### src/rtl/riscv_pkg.sv
// Shared instruction-memory geometry and program-loader state encoding.
// Pure declarations; no logic and no flow control of its own.
package riscv_pkg;

  localparam int WORD_W     = 32;
  localparam int ADDR_W     = 7;
  localparam int IMEM_DEPTH = 1 << ADDR_W;
  localparam int LEN_W      = 8;

  localparam logic [LEN_W-1:0] MAX_LEN = LEN_W'(IMEM_DEPTH);

  typedef enum logic [1:0] {
    LD_IDLE    = 2'd0,
    LD_COLLECT = 2'd1,
    LD_WRITE   = 2'd2,
    LD_DONE    = 2'd3
  } ld_state_e;

  // Requests longer than the memory are clipped so the address can never wrap.
  function automatic logic [LEN_W-1:0] sat_len(input logic [LEN_W-1:0] len);
    return (len > MAX_LEN) ? MAX_LEN : len;
  endfunction

endpackage

### src/rtl/inst_word_assembler.sv
// Packs accepted bytes little-endian into a word; word_done flags the 4th byte combinationally.
// Zero latency (word_nxt already includes the current byte); never stalls, the caller gates accept.
module inst_word_assembler
  import riscv_pkg::*;
#(
  parameter int WORD_W_P = WORD_W
) (
  input  logic                clk,
  input  logic                rst,
  input  logic                clear,
  input  logic                accept,
  input  logic [7:0]          byte_data,
  output logic [WORD_W_P-1:0] word_nxt,
  output logic                word_done
);

  logic [1:0]          bcnt_q, bcnt_d;
  logic [WORD_W_P-1:0] word_q, word_d;

  always_comb begin
    bcnt_d    = bcnt_q;
    word_d    = word_q;
    word_done = 1'b0;
    if (clear) begin
      bcnt_d = 2'd0;
    end else if (accept) begin
      word_d[{bcnt_q, 3'b000} +: 8] = byte_data;
      bcnt_d    = bcnt_q + 2'd1;
      word_done = (bcnt_q == 2'd3);
    end
  end

  assign word_nxt = word_d;

  always_ff @(posedge clk or negedge rst) begin
    if (!rst) begin
      bcnt_q <= 2'd0;
      word_q <= '0;
    end else begin
      bcnt_q <= bcnt_d;
      word_q <= word_d;
    end
  end

endmodule

### src/rtl/inst_loader.sv
// Streams program bytes into instruction memory, one write per assembled word, then pulses done.
// Write lands one cycle after the 4th byte; byte_ready is high only while collecting (max 1 word / 5 cycles).
module inst_loader
  import riscv_pkg::*;
#(
  parameter int WORD_W_P = WORD_W,
  parameter int ADDR_W_P = ADDR_W
) (
  input  logic                clk,
  input  logic                rst,
  input  logic                load_start,
  input  logic [LEN_W-1:0]    load_len,
  input  logic                abort,
  input  logic [7:0]          byte_data,
  input  logic                byte_valid,
  output logic                byte_ready,
  output logic                inst_wen,
  output logic [ADDR_W_P-1:0] inst_addr,
  output logic [WORD_W_P-1:0] inst_data,
  output logic                busy,
  output logic                done
);

  ld_state_e           state_q, state_d;
  logic [ADDR_W_P-1:0] word_cnt_q, word_cnt_d;
  logic [LEN_W-1:0]    len_q, len_d;
  logic [ADDR_W_P-1:0] addr_q, addr_d;
  logic [WORD_W_P-1:0] data_q, data_d;
  logic                rdy_q;

  logic                asm_clear, asm_accept, asm_done;
  logic [WORD_W_P-1:0] asm_word;
  logic [LEN_W-1:0]    words_written;

  assign asm_accept    = (state_q == LD_COLLECT) && byte_valid && !abort;
  assign words_written = LEN_W'(word_cnt_q) + LEN_W'(1);

  inst_word_assembler #(.WORD_W_P(WORD_W_P)) u_asm (
    .clk       (clk),
    .rst       (rst),
    .clear     (asm_clear),
    .accept    (asm_accept),
    .byte_data (byte_data),
    .word_nxt  (asm_word),
    .word_done (asm_done)
  );

  always_comb begin
    state_d    = state_q;
    word_cnt_d = word_cnt_q;
    len_d      = len_q;
    addr_d     = addr_q;
    data_d     = data_q;
    asm_clear  = 1'b0;
    unique case (state_q)
      LD_IDLE: begin
        // rdy_q holds off load_start for the first edge after reset release
        if (load_start && rdy_q) begin
          word_cnt_d = '0;
          len_d      = sat_len(load_len);
          asm_clear  = 1'b1;
          state_d    = (load_len == '0) ? LD_DONE : LD_COLLECT;
        end
      end
      LD_COLLECT: begin
        if (abort) begin
          asm_clear = 1'b1;
          state_d   = LD_IDLE;
        end else if (asm_done) begin
          addr_d  = word_cnt_q;
          data_d  = asm_word;
          state_d = LD_WRITE;
        end
      end
      LD_WRITE: begin
        if (abort) begin
          asm_clear = 1'b1;
          state_d   = LD_IDLE;
        end else if (words_written < len_q) begin
          word_cnt_d = word_cnt_q + ADDR_W_P'(1);
          state_d    = LD_COLLECT;
        end else begin
          state_d = LD_DONE;
        end
      end
      LD_DONE: state_d = LD_IDLE;
      default: state_d = LD_IDLE;
    endcase
  end

  always_ff @(posedge clk or negedge rst) begin
    if (!rst) begin
      state_q    <= LD_IDLE;
      word_cnt_q <= '0;
      len_q      <= '0;
      addr_q     <= '0;
      data_q     <= '0;
      rdy_q      <= 1'b0;
    end else begin
      state_q    <= state_d;
      word_cnt_q <= word_cnt_d;
      len_q      <= len_d;
      addr_q     <= addr_d;
      data_q     <= data_d;
      rdy_q      <= 1'b1;
    end
  end

  assign byte_ready = (state_q == LD_COLLECT);
  assign inst_wen   = (state_q == LD_WRITE);
  assign busy       = (state_q != LD_IDLE);
  assign done       = (state_q == LD_DONE);
  assign inst_addr  = addr_q;
  assign inst_data  = data_q;

endmodule

### config.mk
export PLATFORM = sky130hd
export DESIGN_NAME = inst_loader
export DESIGN_NICKNAME = d
export VERILOG_FILES = /design/src/rtl/riscv_pkg.sv /design/src/rtl/inst_word_assembler.sv /design/src/rtl/inst_loader.sv
export SDC_FILE = /design/constraint.sdc
export NUM_CORES = 1
export LEC_CHECK = 0
export CORE_MARGIN = 2
export CORE_UTILIZATION = 50
export CTS_BUF_LIST = sky130_fd_sc_hd__clkbuf_4 sky130_fd_sc_hd__clkbuf_8
export CTS_CLUSTER_DIAMETER = 100
export DETAILED_ROUTE_END_ITERATION = 6
export PLACE_DENSITY = 0.75
export SLEW_MARGIN = 30
export SYNTH_ARGS = -nofsm -noshare
export SYNTH_HDL_FRONTEND = slang
export SYNTH_SLANG_ARGS = --single-unit
### constraint.sdc
create_clock -name clk -period 3.71 [get_ports clk]
set_clock_uncertainty 0.1 [all_clocks]
set_input_delay 0.742 -clock clk [delete_from_list [all_inputs] [get_ports clk]]
set_output_delay 0.742 -clock clk [all_outputs]
set_load 0.02 [all_outputs]
==> Yosys cells after proc, flatten, opt, wreduce, memory -nomap -nowiden <==
Index checks and enable logic that the tools add are counted.
W data, S select, Z words.
{ "totals": {"input_bits": 21, "mem_bits_rw": 0, "rom_bits": 0, "regBits": 91, "latchBits": 0, "mem_count": 0} }
{ "op_classes": {"shifts": 2, "bitwise": 1, "add_sub_neg": 4, "div_mod_pow": 0, "n_eq_ne": 8, "n_reduce_logical": 14, "n_lt_le_gt_ge": 2, "mul": 0, "mux": 22} }
{ "ops": {"columns": ["operator", "n"], "rows": [
  ["$mux W32", 2],
  ["$bwmux W32", 1],
  ["$shift A8 B7 Y32 const A", 1],
  ["$shiftx A8 B7 Y32", 1],
  ["$mux W7", 3],
  ["$mux W2", 8],
  ["$pmux W7 S2", 1],
  ["$add A7 B1 Y8 const B", 1],
  ["$gt A8 B8 Y1 const B", 1],
  ["$logic_not A8 Y1", 1],
  ["$lt A8 B8 Y1", 1],
  ["$mux W8", 1],
  ["$pmux W2 S4", 1],
  ["$add A7 B1 Y7 const B", 1],
  ["$neg A5 Y7", 1],
  ["$eq A2 B2 Y1 const B", 3],
  ["$reduce_bool A2 Y1", 3],
  ["$mux W1", 4],
  ["$ne A2 B2 Y1 const B", 2],
  ["$reduce_and A2 Y1", 2],
  ["$reduce_and A4 Y1", 1],
  ["$logic_and A1 B1 Y1", 3],
  ["$ne A3 B2 Y1 const B", 1],
  ["$reduce_and A3 Y1", 1],
  ["8 further kinds", 8]
]} }

==> Longest topological paths before layout <==
Gate-level depths: netlist of the first run.
{ "depth": {"word_depth": 8, "mapped_depth": 11, "mapped_depth_nobuf": 10} }

==> Cells and area by module <==
From an unflattened synthesis of the first run, not the netlist that was laid out.
{ "unflattened": {"hier_cells": 378, "area_unflattened_um2": 4450.5} }
{ "by_module_without_submodules": {"columns": ["mod", "instances", "cells_per_inst", "seq_area_each_um2", "area_each_um2"], "rows": [
  ["inst_loader", 1, 221, 1426.4, 2692.6],
  ["inst_word_assembler", 1, 157, 850.8, 1757.9]
]} }

==> Worst setup path after synthesis of the first run <==
OpenSTA, ideal clock, no wires.
{ "synth_timing": {"path_kind": "reg2reg", "start": "register word_cnt_q[0]", "end": "register word_cnt_q[4]", "stages_incl_launch_ff": 12, "setup_time_ps": 95, "path_slack_ps": 1084, "n_path_buf": 1, "arrival_ps": 2431, "path_cell_list": "dfrtp_1 > ha_1 > nand3_1 > nor2_1 > xnor2_1 > ha_1 > and4_1 > o21ai_0 > o221ai_2 > or3_1 > buf_2 > o31ai_1"} }
{ "synth_between": {"elab_chain_cells": 4, "word_cells_on_any_way": 8} }
{ "synth_rtl": {"columns": ["item", "line", "source"], "rows": [
  ["start, declared", "inst_loader.sv:25", "logic [ADDR_W_P-1:0] word_cnt_q, word_cnt_d;"],
  ["start signal, assigned", "inst_loader.sv:101", "word_cnt_q <= word_cnt_d;"],
  ["$add A7 B1 Y8 or $add A7 B1 Y7 (tied branches)", "inst_loader.sv:36, inst_loader.sv:80", null],
  ["$lt A8 B8 Y1 or $mux W7 (tied branches)", "inst_loader.sv:79", "end else if (words_written < len_q) begin"],
  ["$ne A2 B1 Y1 (no source line) or $mux W7 (tied branches)", null, null],
  ["$reduce_and A4 Y1 (no source line) or $pmux W7 S2 (tied branches)", null, null]
]} }
Parallel ways exist; a longest one is shown, timed or not. The select of a mux whose other input is x is not followed.
A chain may end at the register's enable or synchronous reset.

==> Final worst setup path of the first run <==
{ "layout_timing": {"start": "register word_cnt_q[0]", "end": "register word_cnt_q[1]"} }
Same word-level chain as after synthesis.

==> metrics.md, run 1 <==
| Metric | Value |
|---|---|
| Status | `finished, final reports clean` |
| Number of global-route vias before repair | `3127` |
| Post-layout nets | `518` |
| Gate power share | `0.301` |
| WL final | `9020 um` |
| Synth area leaders | `dfrtp_1 (54%), nand2_1 (7.4%), ha_1 (5.4%), a31oi_1 (4.9%), nand4_1 (4.9%)` |
| Worst R2R End | `word_cnt_q[1]$_DFFE_PN0P_` |
| Worst setup EP type | `flip-flop` |
| CTS Buf Count | `9` |
| Total Power | `2.76 mW` |
| Sink Count | `91` |
| Core Region | `0.00818 mm^2` |
| H-Tree Depth | `3` |
| Vias/cell | `5.57` |
| Most frequent cells after synthesis | `dfrtp_1 (91), nand2_1 (82), nor2_1 (40)` |
| Post-Place Setup Slack | `0.666 ns` |
| Register area share after synthesis | `0.545` |
| DRC viols | `0` |
| WP data arrival | `3.24 ns` |
| Critical Path Most Common Cell | `ha_1` |
| Clock root cell | `clkbuf_8` |
| Max_cap viols | `0` |
| Io pins | `64` |
| Ys flop type | `dfrtp_1` |
| Clock power frac | `0.253` |
| Iteration count of the initial detailed-routing pass | `4` |
| Layout area overhead | `21.7%` |
| RSZ-0062 raised after global routing | `false` |
| Setup TNS Final | `0 ns` |
| Max IR drop VDD | `0.345 mV` |
| Row cnt | `33` |
| Fmax | `326 MHz` |
| Largest net degree at the start of global routing | `92` |
| Tcrit/Tclk final | `0.828` |
| R2r setup slk | `0.64 ns` |
| Vias | `3282` |
| Yosys reg bits | `91` |
| Sequential share of power | `0.446` |
| Critical Path Source Type | `flip-flop` |
| Most common cell in the netlist | `dfrtp_1` |
| Crit path max-delay family | `simple AND/OR/NAND/NOR gates` |
| Mapped Cells | `421` |
| Crit path buf inv count | `0` |
| Clk slew on worst S/H paths | `0.09 ns` |
| Hold Buf Count CTS | `0` |
| Synthesized area per cell | `9.93 um^2` |
| Minimum clock period | `3.07 ns` |
| Fin worst setup slack | `0.638 ns` |
| Syn Nets | `460` |
| Min-Delay Path Class | `in2async` |
| Pwr Density | `542 mW/mm^2` |
| WL/cell | `15.3 um` |
| P_leak | `2.41 nW` |
| Layout cells sized above 1 | `0.0702` |
| Worst-Margin Slew | `0.872 ns` |
| Slew Limit Fails | `0` |
| Chip Width | `95.4 um` |
| Worst setup path end | `word_cnt_q[1]$_DFFE_PN0P_` |
| CP startpoint | `word_cnt_q[0]$_DFFE_PN0P_` |
| Switching pwr | `0.954 mW` |
| Yosys warning total | `0` |
| Post-CTS setup buffers | `0` |
| Antenna Nets Post-Route | `0` |
| IO buf count | `63` |
| Total Routing Usage GR | `0.216` |
| Cell variety after synth | `42` |
| CP max FO | `9` |
| Share of the synthesized area in the top cell type | `0.545` |
| Final setup vio count | `0` |
| Grt ovf | `0` |
| Critical path depth | `10` |
| Final GP Congestion | `0.854` |
| Sw Share | `0.346` |
| Relative slew slack | `0.417` |
| Global-route wire length before repair | `15100 um` |
| Largest stage delay on the critical path | `0.53 ns` |
| Worst skew pair latency | `0.37 ns` |
| Synth Cell Area | `0.00418 mm^2` |
| Diode count | `0` |
| Required time worst endpoint | `3.88 ns` |
| TritonCTS clock tree | `yes` |
| Clock buffer depth | `2` |
| Leading area contributor after synthesis | `dfrtp_1` |
| Ys async rst share | `1.00` |
| Internal power consumption | `1.80 mW` |
| Starting DRT DRC Count | `209` |
| Worst-path cell chain | `ha_1 -> nand3_1 -> nor2_1 -> xnor2_1 -> ha_1 -> and4_1 -> o21ai_0 -> o221ai_2 -> or3_1 -> o221ai_1` |
| Critical path class | `reg2reg` |
| Initial Util | `0.511` |
| Crit-path slowest cell | `or3_1` |
| DPL Wire Length | `6310 um` |
| Die ar. | `0.00910 mm^2` |
| Die Height | `95.4 um` |
| Final hold vios | `0` |
| Number of synthesized flops with an enable pin | `0` |
| R2r startpoint | `word_cnt_q[0]$_DFFE_PN0P_` |
| Worst reg-to-reg path cell count | `10` |
| Initial antenna violation count | `0` |
| # resized after CTS | `0` |
[worst min-delay path by stage]
stage / to / slack, ns / cells past startpoint
after floorplan: u_asm.word_q[0]$_DFF_PN0_ / 0.33 / 2
after global placement: u_asm.word_q[8]$_DFF_PN0_ / 0.34 / 2
after detailed placement: u_asm.word_q[4]$_DFF_PN0_ / 0.35 / 2
after CTS: len_q[4]$_DFFE_PN0P_ / 0.37 / 1
after global routing: len_q[2]$_DFFE_PN0P_ / 0.37 / 1
final: len_q[2]$_DFFE_PN0P_ / 0.29 / 1
[area by class of cell]
| class | count | area, um^2 |
|---|---|---|
| clock inverter | 6 | 71.3 |
| fill | 687 | 3090 |
| timing repair buffer | 68 | 669 |
| multi-input combinational | 289 | 1730 |
| tap | 105 | 131 |
| inverter | 20 | 75.1 |
| clock buffer | 10 | 131 |
| sequential | 91 | 2280 |
[sequential cells by signal, indices dropped and copies added (netlist names)]
signal	count
word_cnt_q	7
len_q	8
u_asm.word_q	32
inst_addr	7
state_q	2
rdy_q	1
inst_data	32
u_asm.bcnt_q	2
[power by group through the flow]
stage	Combinational [mW]	Clock, mW	Sequential (mW)
final	0.830	0.698	1.23
after global routing	0.930	0.749	1.25
after CTS	0.829	0.703	1.23
after detailed placement	0.822	0	1.25
after global placement	0.801	0	1.25
after floorplan	0.491	0	1.28
[cell usage in the layout (no fill, tap or decap), types with 2 or more instances in the layout]
cell             instances
nand2_1                 82
o221ai_1                 2
nand4_1                 33
o211ai_1                 3
xnor2_1                  4
mux2_4                   6
a32oi_1                  2
o21ai_0                 14
and3_1                   3
clkbuf_8                 9
o31ai_1                  5
xor2_1                   2
a31oi_1                 33
mux2_2                   2
nand3_1                  3
ha_1                    18
clkdlybuf4s50_1         62
nor3_1                   2
inv_6                    2
buf_4                    5
o21a_1                   4
nor3b_1                  3
inv_1                   20
dfrtp_1                 91
nor2_1                  40
nand2b_1                10
[through the flow]
stage               cell area (um^2)   util  hold WS (ns)  instances
floorplan                       4180      -         0.332        421
global placement                4870  0.596         0.342        573
detailed placement              4880  0.597         0.350        573
CTS                             5080  0.621         0.371        589
global route                    5080  0.622         0.370        589
finish                          5080  0.622         0.292        589
[kinds of logic (layout without fill, tap and decap cells)]
family	Yosys count	after routing	share of synthesized area
other	1	1	0.000897
AND/OR/NAND/NOR	183	183	0.201
multiplexers	9	9	0.0293
AO/OA/AOI/OAI	72	72	0.115
XOR/XNOR	6	6	0.0126
adder cells (fa/ha/maj)	18	18	0.0539
buffers and inverters	41	104	0.0428
flip-flops	91	91	0.545
[per-layer routing]
metal	part of all wire	routed length, um	track usage	vias to the layer above
met3	0.038	345	0.0387	10
met2	0.45	4100	0.323	72
met5	0	0	0	-
met1	0.49	4440	0.314	1608
met4	0.015	133	0.0857	0
li1	-	-	-	1592
[worst reg2reg max path, delay by kind of cell (launching register included)]
kind	cells	cell delay, ns
AOI/OAI and AO/OA	3	0.58
xor gates and xnor gates	1	0.17
adders and majority gates	2	0.55
DFF	1	0.47
and+or+nand+nor	4	1.09
Power figures use the tool's default switching activity.
==> run 2: changes to the inputs <==
Settings changed: PLACE_DENSITY 0.75 to 0.78.
Clock period 3.71 ns to 2.6 ns, I/O delays scaled along.
==> run 2 against run 1 <==
Effect of this change: first-iteration DRC count is 16% lower; worst setup slack worse by 0.59 ns; flip-flop and latch count stayed put; count of clock-buffer cells in the layout stayed put; non-clock buffer count is 17 higher; clock power is 36% higher; final cell count is 2.9% higher; worst hold slack better by 0.077 ns; wire length is 1.7% higher; cell area is 4.1% higher; register-to-register slack worse by 0.59 ns.
==> metrics.md, run 2 (synthesis gave the netlist of run 1 again) <==
| Metric | Value |
|---|---|
| Status | `finished, final reports clean` |
| Total Routing Usage GR | `0.216 (about the same)` |
| DRC viols | `0 (unchanged)` |
| DP Cell Count | `588 (+2.6%)` |
| Core Region | `0.00818 mm^2 (unchanged)` |
| P_leak | `2.50 nW (+4.1%)` |
| Layout area overhead | `26.7%` |
| Die Height | `95.4 um (unchanged)` |
| Critical path class | `reg2reg` |
| Iteration count of the initial detailed-routing pass | `5 (+1)` |
| Sw Share | `0.357 (+0.0105)` |
| Sink Count | `91 (unchanged)` |
| Vias | `3325 (+1.3%)` |
| H-Tree Depth | `3 (unchanged)` |
| Largest net degree at the start of global routing | `47 (-49%)` |
| WL final | `9170 um (+1.7%)` |
| Clk slew on worst S/H paths | `0.10 ns (about the same)` |
| Final GP Congestion | `0.802 (-6.0%)` |
| Global-route wire length before repair | `15100 um (+0.23%)` |
| DPL Wire Length | `6490 um (+2.9%)` |
| TritonCTS clock tree | `yes` |
| Max_cap viols | `0 (unchanged)` |
| Fmax | `392 MHz (+21%)` |
| Worst skew pair latency | `0.37 ns (about the same)` |
| Gate power share | `0.332 (+0.031)` |
| Switching pwr | `1.44 mW (+51%)` |
| Initial Util | `0.511 (unchanged)` |
| Total Power | `4.04 mW (+47%)` |
| Clock root cell | `clkbuf_8` |
| Required time worst endpoint | `2.77 ns (-1.11 ns)` |
| Grt ovf | `0 (unchanged)` |
| Post-Layout Cell Count | `606 (+2.9%)` |
| IO buf count | `63 (unchanged)` |
| Pwr Density | `763 mW/mm^2 (+41%)` |
| Fin Hold WS | `0.369 ns (+0.0771 ns)` |
| CTS Buf Count | `9 (unchanged)` |
| Post-layout nets | `535 (+3.3%)` |
| Vias/cell | `5.49 (-1.5%)` |
| Clock buffer depth | `2 (unchanged)` |
| Final setup vio count | `0 (unchanged)` |
| Tcrit/Tclk final | `0.980 (+0.152)` |
| Antenna Nets Post-Route | `0 (unchanged)` |
| Row cnt | `33 (unchanged)` |
| Minimum clock period | `2.55 ns (-0.524 ns)` |
| Diode count | `0 (unchanged)` |
| Number of global-route vias before repair | `3187 (+1.9%)` |
| Initial antenna violation count | `0 (unchanged)` |
| Starting DRT DRC Count | `175 (-16%)` |
| Chip Width | `95.4 um (unchanged)` |
| Layout cells sized above 1 | `0.128 (+0.0575)` |
| Max IR drop VDD | `0.570 mV (+65%)` |
| Io pins | `64 (unchanged)` |
| Commonest cells after routing, fill and taps aside | `dfrtp_1 (89), nand2_1 (82), clkdlybuf4s50_1 (61)` |
| Min-Delay Path Class | `reg2reg` |
| Clock power frac | `0.234 (-0.019)` |
| Sequential share of power | `0.434 (-0.012)` |
| Setup TNS Final | `0 ns (unchanged)` |
| Worst setup EP type | `flip-flop` |
| Leading cell type in the layout, fill and taps excluded | `dfrtp_1` |
| Critical Path Source Type | `flip-flop` |
| Die ar. | `0.00910 mm^2 (unchanged)` |
| Internal power consumption | `2.60 mW (+44%)` |
| Final hold vios | `0 (unchanged)` |
| WL/cell | `15.1 um (-1.2%)` |
| RSZ-0062 raised after global routing | `true` |
| Slew Limit Fails | `0 (unchanged)` |
| WP data arrival | `2.72 ns (-0.52 ns)` |
| CP max FO | `7 (-2)` |
==> run 2: cell count changes in the layout (fill, tap and decap cells not counted), sizes merged <==
cell / change
buf: +16
bufinv: -1
clkdlybuf4s50: -1
dlygate4sd3: +1
dlymetal6s2s: +1
inv: +1
==> run 2: layout make-up <==
type                    count  area (um^2)
fillers                   674         2880
clock buffers              10          138
inverters                  20         75.1
clock inverters             6         56.3
well taps                 105          131
multi-input cells         289         1790
repair buffers             85          823
flip-flops and latches     91         2280
==> run 2: what timing repair did <==
item,in CTS,in global routing
buffers inserted,1,0
endpoints found under the setup margin,8,9
endpoints found under the hold margin,16,0
pin swaps,1,3
hold buffers,1,0
resized for setup,2,16
==> run 2: critical path, stage by stage (launching register included) <==
cell,delay (ns)
dfrtp_2,0.45
and3_4,0.19
and3_4,0.19
and3_1,0.18
ha_1,0.28
and4_1,0.20
o21ai_2,0.07
o221ai_2,0.13
or3_4,0.44
o31ai_2,0.22
==> run 2: power by group through the flow <==
stage	clock (mW)	combinational [mW]	sequential, mW
after floorplan	0	0.702	1.83
after global placement	0	1.25	1.77
after detailed placement	0	1.31	1.78
after CTS	0.966	1.32	1.74
after global routing	1.02	1.49	1.78
final	0.946	1.34	1.75
==> run 2: per-stage QoR <==
step	area, um^2	setup slack (ns)	utilization
after floorplan	4180	0.00326	-
after global placement	5010	0.0208	0.613
after detailed placement	5010	-0.0860	0.613
after CTS	5230	0.0364	0.640
after global routing	5300	-0.0585	0.648
final	5300	0.0518	0.648
==> run 2: metal layers <==
metal	share of wire	GRT usage	up-vias
met5	0	0	-
met4	0.015	0.0869	0
met3	0.051	0.0466	13
met2	0.47	0.320	74
met1	0.47	0.311	1605
li1	-	-	1633
==> run 2: worst paths after layout <==
check	endpoint	slack, ns	cells past startpoint	from
setup reg to reg	word_cnt_q[3]$_DFFE_PN0P_	0.05	9	word_cnt_q[0]$_DFFE_PN0P_
hold / removal	u_asm.word_q[17]$_DFF_PN0_	0.37	2	u_asm.word_q[17]$_DFF_PN0_
min in group asynchronous	len_q[1]$_DFFE_PN0P_	0.46	2	rst
hold reg to reg	u_asm.word_q[17]$_DFF_PN0_	0.37	2	u_asm.word_q[17]$_DFF_PN0_
max in group asynchronous	u_asm.word_q[11]$_DFF_PN0_	1.29	3	rst
setup / recovery	word_cnt_q[3]$_DFFE_PN0P_	0.05	9	word_cnt_q[0]$_DFFE_PN0P_
